<file path="config.mk">
export PLATFORM = sky130hd
export DESIGN_NAME = control_multi_hs
export DESIGN_NICKNAME = d
export VERILOG_FILES = /design/src/rtl/control_multi_hs.sv
export SDC_FILE = /design/constraint.sdc
export NUM_CORES = 1
export LEC_CHECK = 0
export BUFFER_PORTS_ARGS = -buffer_cell sky130_fd_sc_hd__clkbuf_2
export CAP_MARGIN = 30
export CELL_PAD_IN_SITES_DETAIL_PLACEMENT = 0
export CELL_PAD_IN_SITES_GLOBAL_PLACEMENT = 1
export CORE_UTILIZATION = 33
export CTS_CLUSTER_SIZE = 10
export DETAILED_ROUTE_END_ITERATION = 10
export PLACE_DENSITY_LB_ADDON = 0.08
export REMOVE_ABC_BUFFERS = 1
export SYNTH_ARGS = -nofsm -noshare
export SYNTH_HDL_FRONTEND = slang
export SYNTH_SLANG_ARGS = --single-unit
</file>
<file path="constraint.sdc">
create_clock -name iCLK -period 1.83 [get_ports iCLK]
set_input_delay 0 -clock iCLK [delete_from_list [all_inputs] [get_ports iCLK]]
set_output_delay 0 -clock iCLK [all_outputs]
set_load 0.05 [all_outputs]
</file>
<file path="src/rtl/control_multi_hs.sv">
// Multicycle RV32I main-control FSM with a memory ready handshake.
// Adds a wait-state timeout, an illegal-opcode trap and a per-instruction retire pulse.
module control_multi_hs #(
  parameter int TIMEOUT = 16,
  parameter int CNT_W   = 5
) (
  input  logic       iCLK,
  input  logic       iRST,
  input  logic [6:0] iOp,
  input  logic       iMemReady,
  output logic       oIRWrite,
  output logic       oPCWrite,
  output logic       oPCCondWrite,
  output logic       oIorD,
  output logic       oMemRead,
  output logic       oMemWrite,
  output logic       oRegWrite,
  output logic [1:0] oMem2Reg,
  output logic [1:0] oALUOp,
  output logic [1:0] oOrigAALU,
  output logic [1:0] oOrigBALU,
  output logic [1:0] oOrigPC,
  output logic       oRetire,
  output logic       oTrap,
  output logic [1:0] oTrapCause,
  output logic [2:0] oState
);

  typedef enum logic [2:0] {
    S_FETCH  = 3'd0,
    S_DECODE = 3'd1,
    S_EXE    = 3'd2,
    S_MEM    = 3'd3,
    S_WB     = 3'd4,
    S_TRAP   = 3'd7
  } state_t;

  localparam logic [6:0] OP_LOAD   = 7'b0000011;
  localparam logic [6:0] OP_STORE  = 7'b0100011;
  localparam logic [6:0] OP_R      = 7'b0110011;
  localparam logic [6:0] OP_I      = 7'b0010011;
  localparam logic [6:0] OP_BRANCH = 7'b1100011;
  localparam logic [6:0] OP_JAL    = 7'b1101111;
  localparam logic [6:0] OP_JALR   = 7'b1100111;
  localparam logic [6:0] OP_LUI    = 7'b0110111;
  localparam logic [6:0] OP_AUIPC  = 7'b0010111;

  localparam logic [1:0] CAUSE_ILLEGAL = 2'b01;
  localparam logic [1:0] CAUSE_TIMEOUT = 2'b10;

  state_t           state_reg;
  logic [CNT_W-1:0] wait_cnt_reg;
  logic [1:0]       cause_reg;

  logic op_legal;
  logic in_access;
  logic timeout_hit;

  always_comb begin
    case (iOp)
      OP_LOAD, OP_STORE, OP_R, OP_I, OP_BRANCH,
      OP_JAL, OP_JALR, OP_LUI, OP_AUIPC: op_legal = 1'b1;
      default:                           op_legal = 1'b0;
    endcase
  end

  assign in_access   = (state_reg == S_FETCH) || (state_reg == S_MEM);
  // A ready on the last allowed cycle still completes the access.
  assign timeout_hit = (TIMEOUT != 0) && in_access && !iMemReady &&
                       (wait_cnt_reg == CNT_W'(TIMEOUT - 1));

  always_ff @(posedge iCLK or posedge iRST) begin
    if (iRST) begin
      state_reg    <= S_FETCH;
      wait_cnt_reg <= '0;
      cause_reg    <= 2'b00;
    end else begin
      if (!in_access) begin
        wait_cnt_reg <= '0;
      end
      case (state_reg)
        S_FETCH, S_MEM: begin
          if (iMemReady) begin
            wait_cnt_reg <= '0;
            if (state_reg == S_FETCH) begin
              state_reg <= S_DECODE;
            end else if (iOp == OP_LOAD) begin
              state_reg <= S_WB;
            end else begin
              state_reg <= S_FETCH;
            end
          end else if (timeout_hit) begin
            state_reg <= S_TRAP;
            cause_reg <= CAUSE_TIMEOUT;
          end else begin
            wait_cnt_reg <= wait_cnt_reg + CNT_W'(1);
          end
        end
        S_DECODE: begin
          if (op_legal) begin
            state_reg <= S_EXE;
          end else begin
            state_reg <= S_TRAP;
            cause_reg <= CAUSE_ILLEGAL;
          end
        end
        S_EXE: begin
          case (iOp)
            OP_LOAD, OP_STORE:                state_reg <= S_MEM;
            OP_R, OP_I, OP_LUI, OP_AUIPC:     state_reg <= S_WB;
            OP_BRANCH, OP_JAL, OP_JALR:       state_reg <= S_FETCH;
            default: begin
              state_reg <= S_TRAP;
              cause_reg <= CAUSE_ILLEGAL;
            end
          endcase
        end
        S_WB:    state_reg <= S_FETCH;
        S_TRAP:  state_reg <= S_TRAP;
        default: state_reg <= S_FETCH;
      endcase
    end
  end

  // While iRST is high every enable and request is forced low, so an access
  // in flight is abandoned immediately rather than at the next edge.
  always_comb begin
    oIRWrite     = 1'b0;
    oPCWrite     = 1'b0;
    oPCCondWrite = 1'b0;
    oIorD        = 1'b0;
    oMemRead     = 1'b0;
    oMemWrite    = 1'b0;
    oRegWrite    = 1'b0;
    oMem2Reg     = 2'b00;
    oALUOp       = 2'b00;
    oOrigAALU    = 2'b00;
    oOrigBALU    = 2'b00;
    oOrigPC      = 2'b00;
    oRetire      = 1'b0;
    oTrap        = (state_reg == S_TRAP);
    oTrapCause   = cause_reg;
    oState       = state_reg;
    if (!iRST) begin
      case (state_reg)
        S_FETCH: begin
          oMemRead  = 1'b1;
          oOrigAALU = 2'b11;
          oOrigBALU = 2'b01;
          if (iMemReady) begin
            oIRWrite = 1'b1;
            oPCWrite = 1'b1;
          end
        end
        S_DECODE: begin
          oOrigAALU = 2'b00;
          oOrigBALU = 2'b10;
        end
        S_EXE: begin
          case (iOp)
            OP_LOAD, OP_STORE: begin
              oOrigAALU = 2'b01;
              oOrigBALU = 2'b10;
            end
            OP_R: begin
              oOrigAALU = 2'b01;
              oOrigBALU = 2'b00;
              oALUOp    = 2'b10;
            end
            OP_I: begin
              oOrigAALU = 2'b01;
              oOrigBALU = 2'b10;
              oALUOp    = 2'b10;
            end
            OP_LUI: begin
              oOrigAALU = 2'b10;
              oOrigBALU = 2'b10;
            end
            OP_AUIPC: begin
              oOrigAALU = 2'b00;
              oOrigBALU = 2'b10;
            end
            OP_BRANCH: begin
              oOrigAALU    = 2'b01;
              oOrigBALU    = 2'b00;
              oALUOp       = 2'b01;
              oPCCondWrite = 1'b1;
              oOrigPC      = 2'b01;
              oRetire      = 1'b1;
            end
            OP_JAL: begin
              oRegWrite = 1'b1;
              oMem2Reg  = 2'b10;
              oPCWrite  = 1'b1;
              oOrigPC   = 2'b01;
              oRetire   = 1'b1;
            end
            OP_JALR: begin
              oOrigAALU = 2'b01;
              oOrigBALU = 2'b10;
              oRegWrite = 1'b1;
              oMem2Reg  = 2'b10;
              oPCWrite  = 1'b1;
              oOrigPC   = 2'b10;
              oRetire   = 1'b1;
            end
            default: ;
          endcase
        end
        S_MEM: begin
          oIorD     = 1'b1;
          oMemRead  = (iOp == OP_LOAD);
          oMemWrite = (iOp == OP_STORE);
          oRetire   = iMemReady && (iOp == OP_STORE);
        end
        S_WB: begin
          oRegWrite = 1'b1;
          oMem2Reg  = (iOp == OP_LOAD) ? 2'b01 : 2'b00;
          oRetire   = 1'b1;
        end
        default: ;
      endcase
    end
  end

endmodule

</file>
-- Yosys cells after proc, flatten, opt, wreduce, memory -nomap -nowiden
Index checks and enable logic that the tools add are counted.
Widths: inputs -> output; s select.
- register bits: 10
- bits in latches: 0
- bits in writable memories: 0
- ROM bits: 0
- input bits: 10
- output and inout bits: 24
- logic and storage cells: 95
- memories kept: 0
- $add $sub $neg: 1
- multiply operators: 0
- divide/modulo/power cells: 0
- order comparisons: 0
- eq/ne operators: 20
- shift-type cells: 0
- muxes and demuxes: 53
- bitwise logic cells: 0
- reduce and logical (&&, ||, !) cells: 18
- operators by type and width (cell ; count):
    $mux 2 ; 13
    $eq 7x6->1 const B ; 3
    $eq 7x7->1 const B ; 3
    $mux 5 ; 4
    $pmux 2 s2 ; 5
    $mux 1 ; 18
    $mux 3 ; 5
    $eq 7x5->1 const B ; 2
    $pmux 2 s3 ; 2
    $pmux 3 s4 ; 1
    $reduce_or 6->1 ; 2
    $reduce_or 2->1 ; 5
    $pmux 3 s3 ; 1
    $reduce_or 9->1 ; 1
    $ne 2x2->1 const B ; 4
    $eq 7x2->1 const B ; 1
    $eq 3x2->1 const B ; 2
    $eq 3x3->1 const B ; 2
    $pmux 1 s2 ; 3
    $add 5x1->5 const B ; 1
    $eq 5x4->1 const B ; 1
    $reduce_and 5->1 ; 1
    $reduce_or 4->1 ; 1
    $eq 3x1->1 const B ; 1
    8 further kinds ; 10

-- Logic depth before layout (Yosys ltp)
Gate-level depths: netlist of the first run.
- word-level depth: 7
- mapped depth: 8
- gate-level depth less buffers: 7

-- Worst setup path before layout of the first run
OpenSTA, ideal clock, no wires.
- kind: flip-flop to output port
- start: reg state_reg[1] (netlist: oState[1])
- end: out oOrigAALU[1]
- data arrival time: 2679 ps
- data required time: 1830 ps
- setup slack: -849 ps
- stages on the path, launching flop included: 4
- buffers on the path: 0
- path through: dfrtp_1 -> nor2b_1 -> nand3_1 -> o41ai_1
- word-level cells in the longest chain between the ends: 3
- elaborated cells between the ends (all ways): 4
- those cells by class: eq/ne (1); mux (2); reduce/logical (1)
- ends and longest elaborated chain (what ; line ; RTL):
    from (decl) ; 51 ; state_t state_reg;
    from (signal assigned) ; 74 ; state_reg <= S_FETCH;
    from (signal assigned) ; 86 ; state_reg <= S_DECODE;
    from (signal assigned) ; 88 ; state_reg <= S_WB;
    $eq 3x2->1 or $logic_not 3->1 (tied branches) ; 145 ; case (state_reg)
    $pmux 2 s2 * ; 145 ;
    $mux 2 * ; 144 ; if (!iRST) begin
    to (decl) ; 20 ; output logic [1:0] oOrigAALU,
Every way passes the cells marked *; elsewhere a longest branch is shown, timed or not.

-- Final worst setup path of the first run
- start: reg state_reg[2] (netlist: oState[2])
- end: out oPCWrite
- word-level cells in the longest chain between the ends: 3
- elaborated cells between the ends (all ways): 4
- those cells by class: eq/ne (1); mux (2); reduce/logical (1)
- ends and longest elaborated chain (what ; line ; RTL):
    $eq 3x2->1 or $logic_not 3->1 (tied branches) ; 145 ;
    $pmux 1 s2 * ; 145 ;
    $mux 1 * ; 144 ;
    to (decl) ; 12 ; output logic oPCWrite,
Marked as above.

==> results.tsv, run 1 <==
metric	value	unit
status	complete, no violations	
drtAntennaViolNets	0	
crit_type	reg -> out	
grt_pass1_vias	834	
dp_cells	184	
htreeDepth	1	
largest_register_ffs	5	
place_congestion	0.894	
synth_area	900	µm²
grt_util_met1	0.265	
pin_count	34	
antenna_found_initial	0	
routedWlPerCell	12.5	µm
clkTransAtPathRegs	0.06	ns
synth_top_family_by_area	simple AND/OR/NAND/NOR gates	
worst_ep_required_time	1.83	ns
nNetsFinal	172	
synth_edf_count	0	
hp-class	in -> reg	
netlist_instances	121	
start_util	0.357	
tightest_slew	0.345	ns
synth_xor_area_frac	0.0389	
cts_root_buf	clkbuf_4	
async_flop_share	1.00	
vias	988	
dieArea	2940	µm²
busiest_layer	met1	
detail_route.vias_per_cell	5.26	
seq_area_frac_synth	0.278	
drt_wl_total	2.36	mm
rsz0062_at_grt	no	
worst_skew_pair.late_latency	0.25	ns
ir_drop	1140	µV
synth_seq_cells	10	
first_pass_iters	4	
die_h	54.2	µm
slew_headroom	0.770	
cts.sinks	10	
ys.flop_type	dfrtp_1	
cts_buffers	3	
fmax	581	MHz
synth-simple-area-share	0.369	
use_met2	0.246	
synth_compound_area_frac	0.207	
first_iter_violations	16	
portBuffers	33	
whs	0.163	ns
skew	0.000561	ns
setup_viol	0	
track_usage	0.180	
pwr_density_cell	1260	nW/µm²
grt_use_met3	0.0500	
drv_slew	0	
drv_cap	0	
arrival	1.72	ns
ys_types	42	
layout_commonest_cell	clkbuf_2	
utilization	0.462	
cts_tree	yes	
hold_viol	0	
die_x	54.2	µm
grt_pass1_wl	3.75	mm
layout_common_cells	clkbuf_2, nor2_1, nand2_1, dfrtp_1, inv_1	
synth.avg_cell_area	7.43	µm²
n_antenna_cell	0	
placementRows	18	
synth_fa_ha_area_frac	0.0278	
fin_crit	1.72	ns
crit_path_start_kind	flop	
route.detailed.drc	0	
grt_overflow	0	
synthMuxAreaShare	0.0111	
grt_max_degree	15	
p_leak	0.605	nW
path_max_fanout	6	
dp_hpwl	1.90	mm
drive_above_1_share	0.329	
core_area	2520	µm²
synth-warning-count	0	
finalCritPeriodShare	0.940	
areaGrowthSynthToFinish	29.5	%
clockBufferDepth	2	
crit_path_end_kind	primary output	
stdcell_count	188	
post_cts_buffers	0	
## final cells by class
type                    instances  area, µm²
fillers                       276       1360
multi-input cells              96        596
flip-flops and latches         10        250
repair buffers                 40        225
well taps                      30       37.5
inverters                       9       33.8
clock buffers                   3       22.5
## where the power goes
| part | total [mW] | switching (mW) | internal (mW) |
|---|---|---|---|
| clock network | 0.138 | 0.0628 | 0.0752 |
| logic | 1.02 | 0.704 | 0.313 |
| registers | 0.308 | 0.0387 | 0.269 |
| total | 1.46 | 0.805 | 0.657 |
## cell usage after synthesis, types with 2 or more instances
cell type / instances / area (µm²)
clkbuf_1: 4 / 15.0
nor2b_1: 4 / 25.0
o21ai_0: 3 / 15.0
nand2b_1: 5 / 31.3
o22a_1: 2 / 17.5
or3_1: 2 / 12.5
o21ai_1: 2 / 10.0
o21a_1: 2 / 15.0
a21oi_1: 6 / 30.0
o22ai_1: 2 / 12.5
xor2_1: 3 / 26.3
ha_1: 2 / 25.0
dfrtp_1: 10 / 250
inv_1: 8 / 30.0
nand3_1: 5 / 25.0
a31oi_1: 3 / 18.8
and3_1: 3 / 18.8
nor3_1: 5 / 25.0
nor2_1: 18 / 67.6
nand2_1: 10 / 37.5
## worst paths after layout
path                                             endpoint  cells past startpoint                 startpoint  slack (ns)
worst max-delay path                             oPCWrite                      5      oState[2]$_DFFE_PP0P_        0.11
worst min-delay path                oState[2]$_DFFE_PP0P_                      4                  iMemReady        0.16
worst max register to register      oState[1]$_DFFE_PP0P_                      6  wait_cnt_reg[0]$_DFF_PP0_        0.17
worst min register to register  oTrapCause[1]$_DFFE_PP0P_                      1  oTrapCause[1]$_DFFE_PP0P_        0.50
max in group asynchronous       wait_cnt_reg[1]$_DFF_PP0_                      4                       iRST        1.39
min in group asynchronous           oState[2]$_DFFE_PP0P_                      4                       iRST        0.29
## cells by family (layout without fill, tap and decap cells)
kind of cell / Yosys count / in the layout
AO/OA/AOI/OAI: 27 / 27
flip-flops: 10 / 10
buffers and inverters: 15 / 52
adder cells (fa/ha/maj): 2 / 2
AND/OR/NAND/NOR: 62 / 62
multiplexers: 1 / 1
XOR/XNOR: 4 / 4
## critical path: stages, from the launching register on
cell	delay [ns]
dfrtp_1	0.43
nor2_2	0.16
nand3_1	0.16
or3_1	0.38
o21ai_1	0.09
clkbuf_4	0.24
## what timing repair did
| item | in CTS | in global routing |
|---|---|---|
| hold buffers | 1 | 0 |
| endpoints found under the hold margin | 10 | 0 |
| resized for setup | 1 | 7 |
| endpoints found under the setup margin | 1 | 4 |
## per-stage QoR
| step | setup WS [ns] | instance area, µm² | power (mW) | setup TNS (ns) |
|---|---|---|---|---|
| floorplan | -1.46 | 872 | 1.03 | -5.85 |
| global placement | 0.236 | 1120 | 1.31 | 0 |
| detailed placement | 0.188 | 1120 | 1.31 | 0 |
| CTS | 0.0108 | 1150 | 1.46 | 0 |
| global route | 0.00489 | 1160 | 1.58 | 0 |
| finish | 0.109 | 1160 | 1.46 | 0 |
## metal layers
metal	wire (µm)	vias to the layer above
li1	-	500
met1	1240	454
met2	961	30
met3	116	4
met4	39	0
met5	0	-
Note: power is estimated with default switching activity, not from simulation.
==> inputs of run 2 (changes only) <==
SETUP_SLACK_MARGIN = 0.4   (was default)
==> run 2 against run 1 <==
Combinational power grew 49%. Maximum frequency up 8.5%. Final area increased by 44%. Clock power is essentially flat. Count of clock-buffer cells in the layout unchanged. Highest routed layer unchanged.
==> results.tsv, run 2 (same netlist as run 1, synthesis figures left out) <==
metric	value	unit	change
portBuffers	33		unchanged
crit_type	reg -> out		unchanged
fmax	631	MHz	was 581 MHz
grt_max_degree	15		unchanged
antenna_found_initial	0		unchanged
cts.sinks	10		unchanged
path_max_fanout	14		was 6
setup_viol	0		unchanged
grt_overflow	0		unchanged
path_cells	buf_6, nand2b_4, nand4bb_1, a21oi_1, o21a_1, clkbuf_8		was nor2_2, nand3_1, or3_1, o21ai_1, clkbuf_4
htreeDepth	1		unchanged
pin_count	34		unchanged
status	complete, no violations		unchanged
fin_crit	1.59	ns	was 1.72 ns
cts_buffers	3		unchanged
areaGrowthSynthToFinish	86.8	%	was 29.5%
grt_pass1_vias	1031		was 834
layout_commonest_cell	clkbuf_2		unchanged
hp-class	in -> reg		unchanged
worst_skew_pair.late_latency	0.25	ns	about the same
fillers	200		was 276
path_delay_family	buffers and inverters		was simple AND/OR/NAND/NOR gates
routedWlPerCell	15.3	µm	was 12.5 µm
multi_input_area	828	µm²	was 596 µm²
arrival	1.59	ns	was 1.72 ns
cp_num_buf_inv	2		was 1
slew_headroom	0.817		was 0.770
pwr_density_cell	1180	nW/µm²	was 1260 nW/µm²
crit_path_end_kind	primary output		unchanged
first_pass_iters	4		unchanged
layout_common_cells	clkbuf_2, buf_4, nor2_1, buf_6, dfrtp_1		was clkbuf_2, nor2_1, nand2_1, dfrtp_1, inv_1
fin_ws	0.245	ns	was 0.109 ns
p_leak	0.777	nW	was 0.605 nW
crit_path_start_kind	flop		unchanged
drv_slew	0		unchanged
rsz0062_at_grt	yes		was no
seqCellArea	251	µm²	was 250 µm²
hold_viol	0		unchanged
track_usage	0.226		was 0.180
largest_register_ffs	5		unchanged
dieArea	2940	µm²	unchanged
start_util	0.357		unchanged
slowest_delay	0.36	ns	was 0.43 ns
drv_cap	0		unchanged
dp_hpwl	1.90	mm	unchanged
tightest_slew	0.272	ns	was 0.345 ns
vias	1129		was 988
drive_above_1_share	0.567		was 0.329
ir_drop	1160	µV	was 1140 µV
grt_pass1_wl	4.73	mm	was 3.75 mm
drt_wl_total	3.07	mm	was 2.36 mm
clockBufferDepth	2		unchanged
route.detailed.drc	0		unchanged
place_congestion	0.894		unchanged
dp_slack	0.188	ns	unchanged
clkTransAtPathRegs	0.06	ns	about the same
n_antenna_cell	0		unchanged
slowest_stage	dfrtp_1		unchanged
placementRows	18		unchanged
cts_root_buf	clkbuf_4		unchanged
nNetsFinal	185		was 172
whs	0.158	ns	was 0.163 ns
worst_ep_required_time	1.83	ns	about the same
die_x	54.2	µm	unchanged
core_area	2520	µm²	unchanged
die_h	54.2	µm	unchanged
detail_route.vias_per_cell	5.62		was 5.26
drtAntennaViolNets	0		unchanged
first_iter_violations	31		was 16
skew	0.000608	ns	was 0.000561 ns
cts_tree	yes		unchanged
finalCritPeriodShare	0.866		was 0.940
==> run 2: cell types whose count changed in the layout (fill, tap and decap cells not counted), sizes merged <==
cell    before  now
buf          8   31
clkbuf      34   24
==> run 2: where the power goes <==
part	switching [mW]	internal, mW	total, mW
Clock	0.0634	0.0753	0.139
Sequential	0.0483	0.271	0.320
Combinational	0.911	0.606	1.52
Total	1.02	0.952	1.98
==> run 2: through the flow <==
stage	std cells	area [µm²]	utilization	total power [mW]	setup TNS, ns
floorplan	115	872	-	1.03	-5.85
CTS	198	1550	0.615	1.83	0
global placement	184	1120	0.444	1.31	0
global route	201	1680	0.666	2.09	0
detailed placement	184	1120	0.444	1.31	0
finish	201	1680	0.666	1.98	0
==> run 2: routing by layer <==
layer  vias up  wire (µm)  GRT usage  part of all wire
met5         -          0          0                 0
li1        534          -          -                 -
met1       535       1280      0.301              0.42
met3         8        220     0.0556             0.072
met2        52       1510      0.356              0.49
met4         0         63     0.0726             0.021
==> run 2: area by class of cell <==
cell class / count / area share
Clock buffer: 3 / 0.0134
Tap cell: 30 / 0.0223
Timing Repair Buffer: 53 / 0.302
Inverter: 9 / 0.0201
Multi-Input combinational cell: 96 / 0.493
Sequential cell: 10 / 0.150
==> run 2: tightest hold or removal path, delay by kind of cell <==
family	cells	cell delay [ns]
AO/OA/AOI/OAI	1	0.10
buffers and inverters	1	0.14
AND/OR/NAND/NOR	2	0.12
==> run 2: what timing repair did <==
| action | 4_1_cts | 5_1_grt |
|---|---|---|
| endpoints found under the setup margin | 28 | 28 |
| endpoints found under the hold margin | 10 | 0 |
| gates resized for setup | 77 | 33 |
| hold buffers | 1 | 0 |
| pin swaps | 16 | 7 |
| buffers inserted | 10 | 3 |
==> run 2: path summary, 6_finish.rpt <==
path                       slack [ns]  depth (start not counted)                   endpoint                       from
setup / recovery                 0.24                          6                    oRetire      oState[1]$_DFFE_PP0P_
hold / removal                   0.16                          4      oState[2]$_DFFE_PP0P_                  iMemReady
setup reg to reg                 0.33                          4      oState[2]$_DFFE_PP0P_      oState[0]$_DFFE_PP0P_
hold reg to reg                  0.50                          1  oTrapCause[1]$_DFFE_PP0P_  oTrapCause[1]$_DFFE_PP0P_
max in group asynchronous        1.34                          4      oState[2]$_DFFE_PP0P_                       iRST
min in group asynchronous        0.32                          4      oState[2]$_DFFE_PP0P_                       iRST
==> inputs of run 3 (changes only) <==
CORE_ASPECT_RATIO = 1.75   (was default)
==> run 3 against run 2 <==
Worst setup slack worse by 0.013 ns. Global-route usage is 1.6 points lower. Sequential share of layout area is 0.16 points lower. Critical path depth is 1 lower. Combinational power hardly changed. Register-to-register slack hardly changed. Flip-flop and latch count stayed put. Hold slack better by 0.025 ns. Wire length is 1.4% lower. Sequential power hardly changed. Clock power is 100% higher. Maximum frequency is 0.79% lower. Highest routed layer unchanged.
==> results.tsv, run 3 (same netlist as run 1, synthesis figures left out) <==
metric	value	unit	change
status	complete, no violations		unchanged
drtAntennaViolNets	0		unchanged
hold_viol	0		unchanged
path_max_fanout	4		was 14
layout_commonest_cell	clkbuf_2		unchanged
crit_end	oPCWrite		was oRetire
skew	0.00219	ns	was 0.000608 ns
drt_wl_total	3.03	mm	was 3.07 mm
rr_startpoint	oState[2]$_DFFE_PP0P_		was oState[0]$_DFFE_PP0P_
grt_pass1_vias	1102		was 1,031
stdcell_count	198		was 201
crit_type	reg -> out		unchanged
finalCritPeriodShare	0.873		was 0.866
pin_count	34		unchanged
htreeDepth	1		unchanged
worst_skew_pair.late_latency	0.24	ns	was 0.25 ns
reg2reg_depth	6		was 4
drv_cap	0		unchanged
tightest_slew	0.454	ns	was 0.272 ns
ir_drop	700	µV	was 1160 µV
setup_viol	0		unchanged
fin_ws	0.232	ns	was 0.245 ns
grt_max_degree	15		unchanged
clockBufferDepth	2		unchanged
rsz0062_at_grt	yes		unchanged
r2r_slack	0.32	ns	was 0.33 ns
drv_slew	0		unchanged
route.detailed.drc	0		unchanged
die_h	71.1	µm	was 54.2 µm
dp_cells	181		was 184
fin_crit	1.60	ns	was 1.59 ns
placementRows	24		was 18
p_leak	0.793	nW	was 0.777 nW
place_congestion	0.864		was 0.894
track_usage	0.210		was 0.226
areaGrowthSynthToFinish	89.7	%	was 86.8%
dp_hpwl	2.21	mm	was 1.90 mm
first_iter_violations	16		was 31
cp-startpoint	oState[0]$_DFFE_PP0P_		was oState[1]$_DFFE_PP0P_
dieArea	2950	µm²	was 2940 µm²
cts.sinks	10		unchanged
grt_overflow	0		unchanged
utilization	0.677		was 0.666
first_pass_iters	4		unchanged
vias	1092		was 1,129
n_antenna_cell	0		unchanged
drive_above_1_share	0.587		was 0.567
detail_route.vias_per_cell	5.52		was 5.62
portBuffers	33		unchanged
die_x	41.5	µm	was 54.2 µm
dp_slack	0.120	ns	was 0.188 ns
crit_path_start_kind	flop		unchanged
fmax	626	MHz	was 631 MHz
clkTransAtPathRegs	0.05	ns	was 0.06 ns
cts_tree	yes		unchanged
start_util	0.357		unchanged
hp-class	in -> reg		unchanged
min_path_cells	3		was 4
worst_ep_required_time	1.83	ns	about the same
cts_buffers	3		unchanged
routedWlPerCell	15.3	µm	about the same
antenna_found_initial	0		unchanged
core_area	2520	µm²	unchanged
slew_headroom	0.694		was 0.817
power	2.15	mW	was 1.98 mW
cts_root_buf	clkbuf_8		was clkbuf_4
nNetsFinal	185		unchanged
crit_path_end_kind	primary output		unchanged
arrival	1.60	ns	was 1.59 ns
r2r_end	oTrapCause[1]$_DFFE_PP0P_		was oState[2]$_DFFE_PP0P_
pwr_density_cell	1260	nW/µm²	was 1180 nW/µm²
layout_common_cells	clkbuf_2, buf_4, nor2_1		was clkbuf_2, buf_4, nor2_1, buf_6, dfrtp_1
grt_pass1_wl	4.85	mm	was 4.73 mm
largest_register_ffs	5		unchanged
[run 3: cell count changes in the layout (fill, tap and decap cells not counted), sizes merged]
cell	previous run	this run
buf	31	30
clkbuf	24	26
[run 3: per-layer routing]
layer / part of all wire / track usage / up-vias
met1: 0.35 / 0.202 / 514
met2: 0.58 / 0.403 / 32
li1: - / - / 532
met4: 0.043 / 0.136 / 0
met5: 0 / 0 / -
met3: 0.024 / 0.0230 / 14
[run 3: worst min path at each step]
stage                    from  slack [ns]               endpoint
global placement         iRST       -0.14  oState[2]$_DFFE_PP0P_
CTS                 iMemReady        0.18  oState[1]$_DFFE_PP0P_
floorplan                iRST       -0.14  oState[0]$_DFFE_PP0P_
global route           iOp[5]        0.21  oState[2]$_DFFE_PP0P_
detailed placement       iRST       -0.13  oState[2]$_DFFE_PP0P_
finish                 iOp[5]        0.18  oState[2]$_DFFE_PP0P_
[run 3: through the flow]
stage | TNS, ns | hold WS [ns] | instance area, µm²
after detailed placement | 0 | -0.135 | 1120
final | 0 | 0.183 | 1710
after global routing | 0 | 0.206 | 1710
after global placement | 0 | -0.140 | 1120
after CTS | 0 | 0.185 | 1450
after floorplan | -5.85 | -0.143 | 872
[run 3: power breakdown]
group	total [mW]	switching [mW]	internal, mW
combinational	1.55	0.908	0.640
clock	0.280	0.0901	0.189
sequential	0.322	0.0478	0.274
total	2.15	1.05	1.10
[run 3: area by class of cell]
type	count	area, µm²
Timing Repair Buffer	53	505
Sequential cell	10	253
Tap cell	26	32.5
Fill cell	213	816
Clock buffer	4	55.1
Inverter	9	33.8
Multi-Input combinational cell	96	827
[run 3: repair_timing]
action                                 CTS  global route
pin swaps                                3            11
endpoints found under the hold margin   10             0
gates resized for setup                 53            51
buffers inserted                         5             7
hold buffers                             1             0
setup endpoints to repair               28            28
[run 3: worst max-delay path: stages, from the launching register on]
cell	delay, ns
dfrtp_2	0.43
nor2b_2	0.15
nand3_2	0.12
or3_4	0.39
o21ai_2	0.08
clkbuf_8	0.19
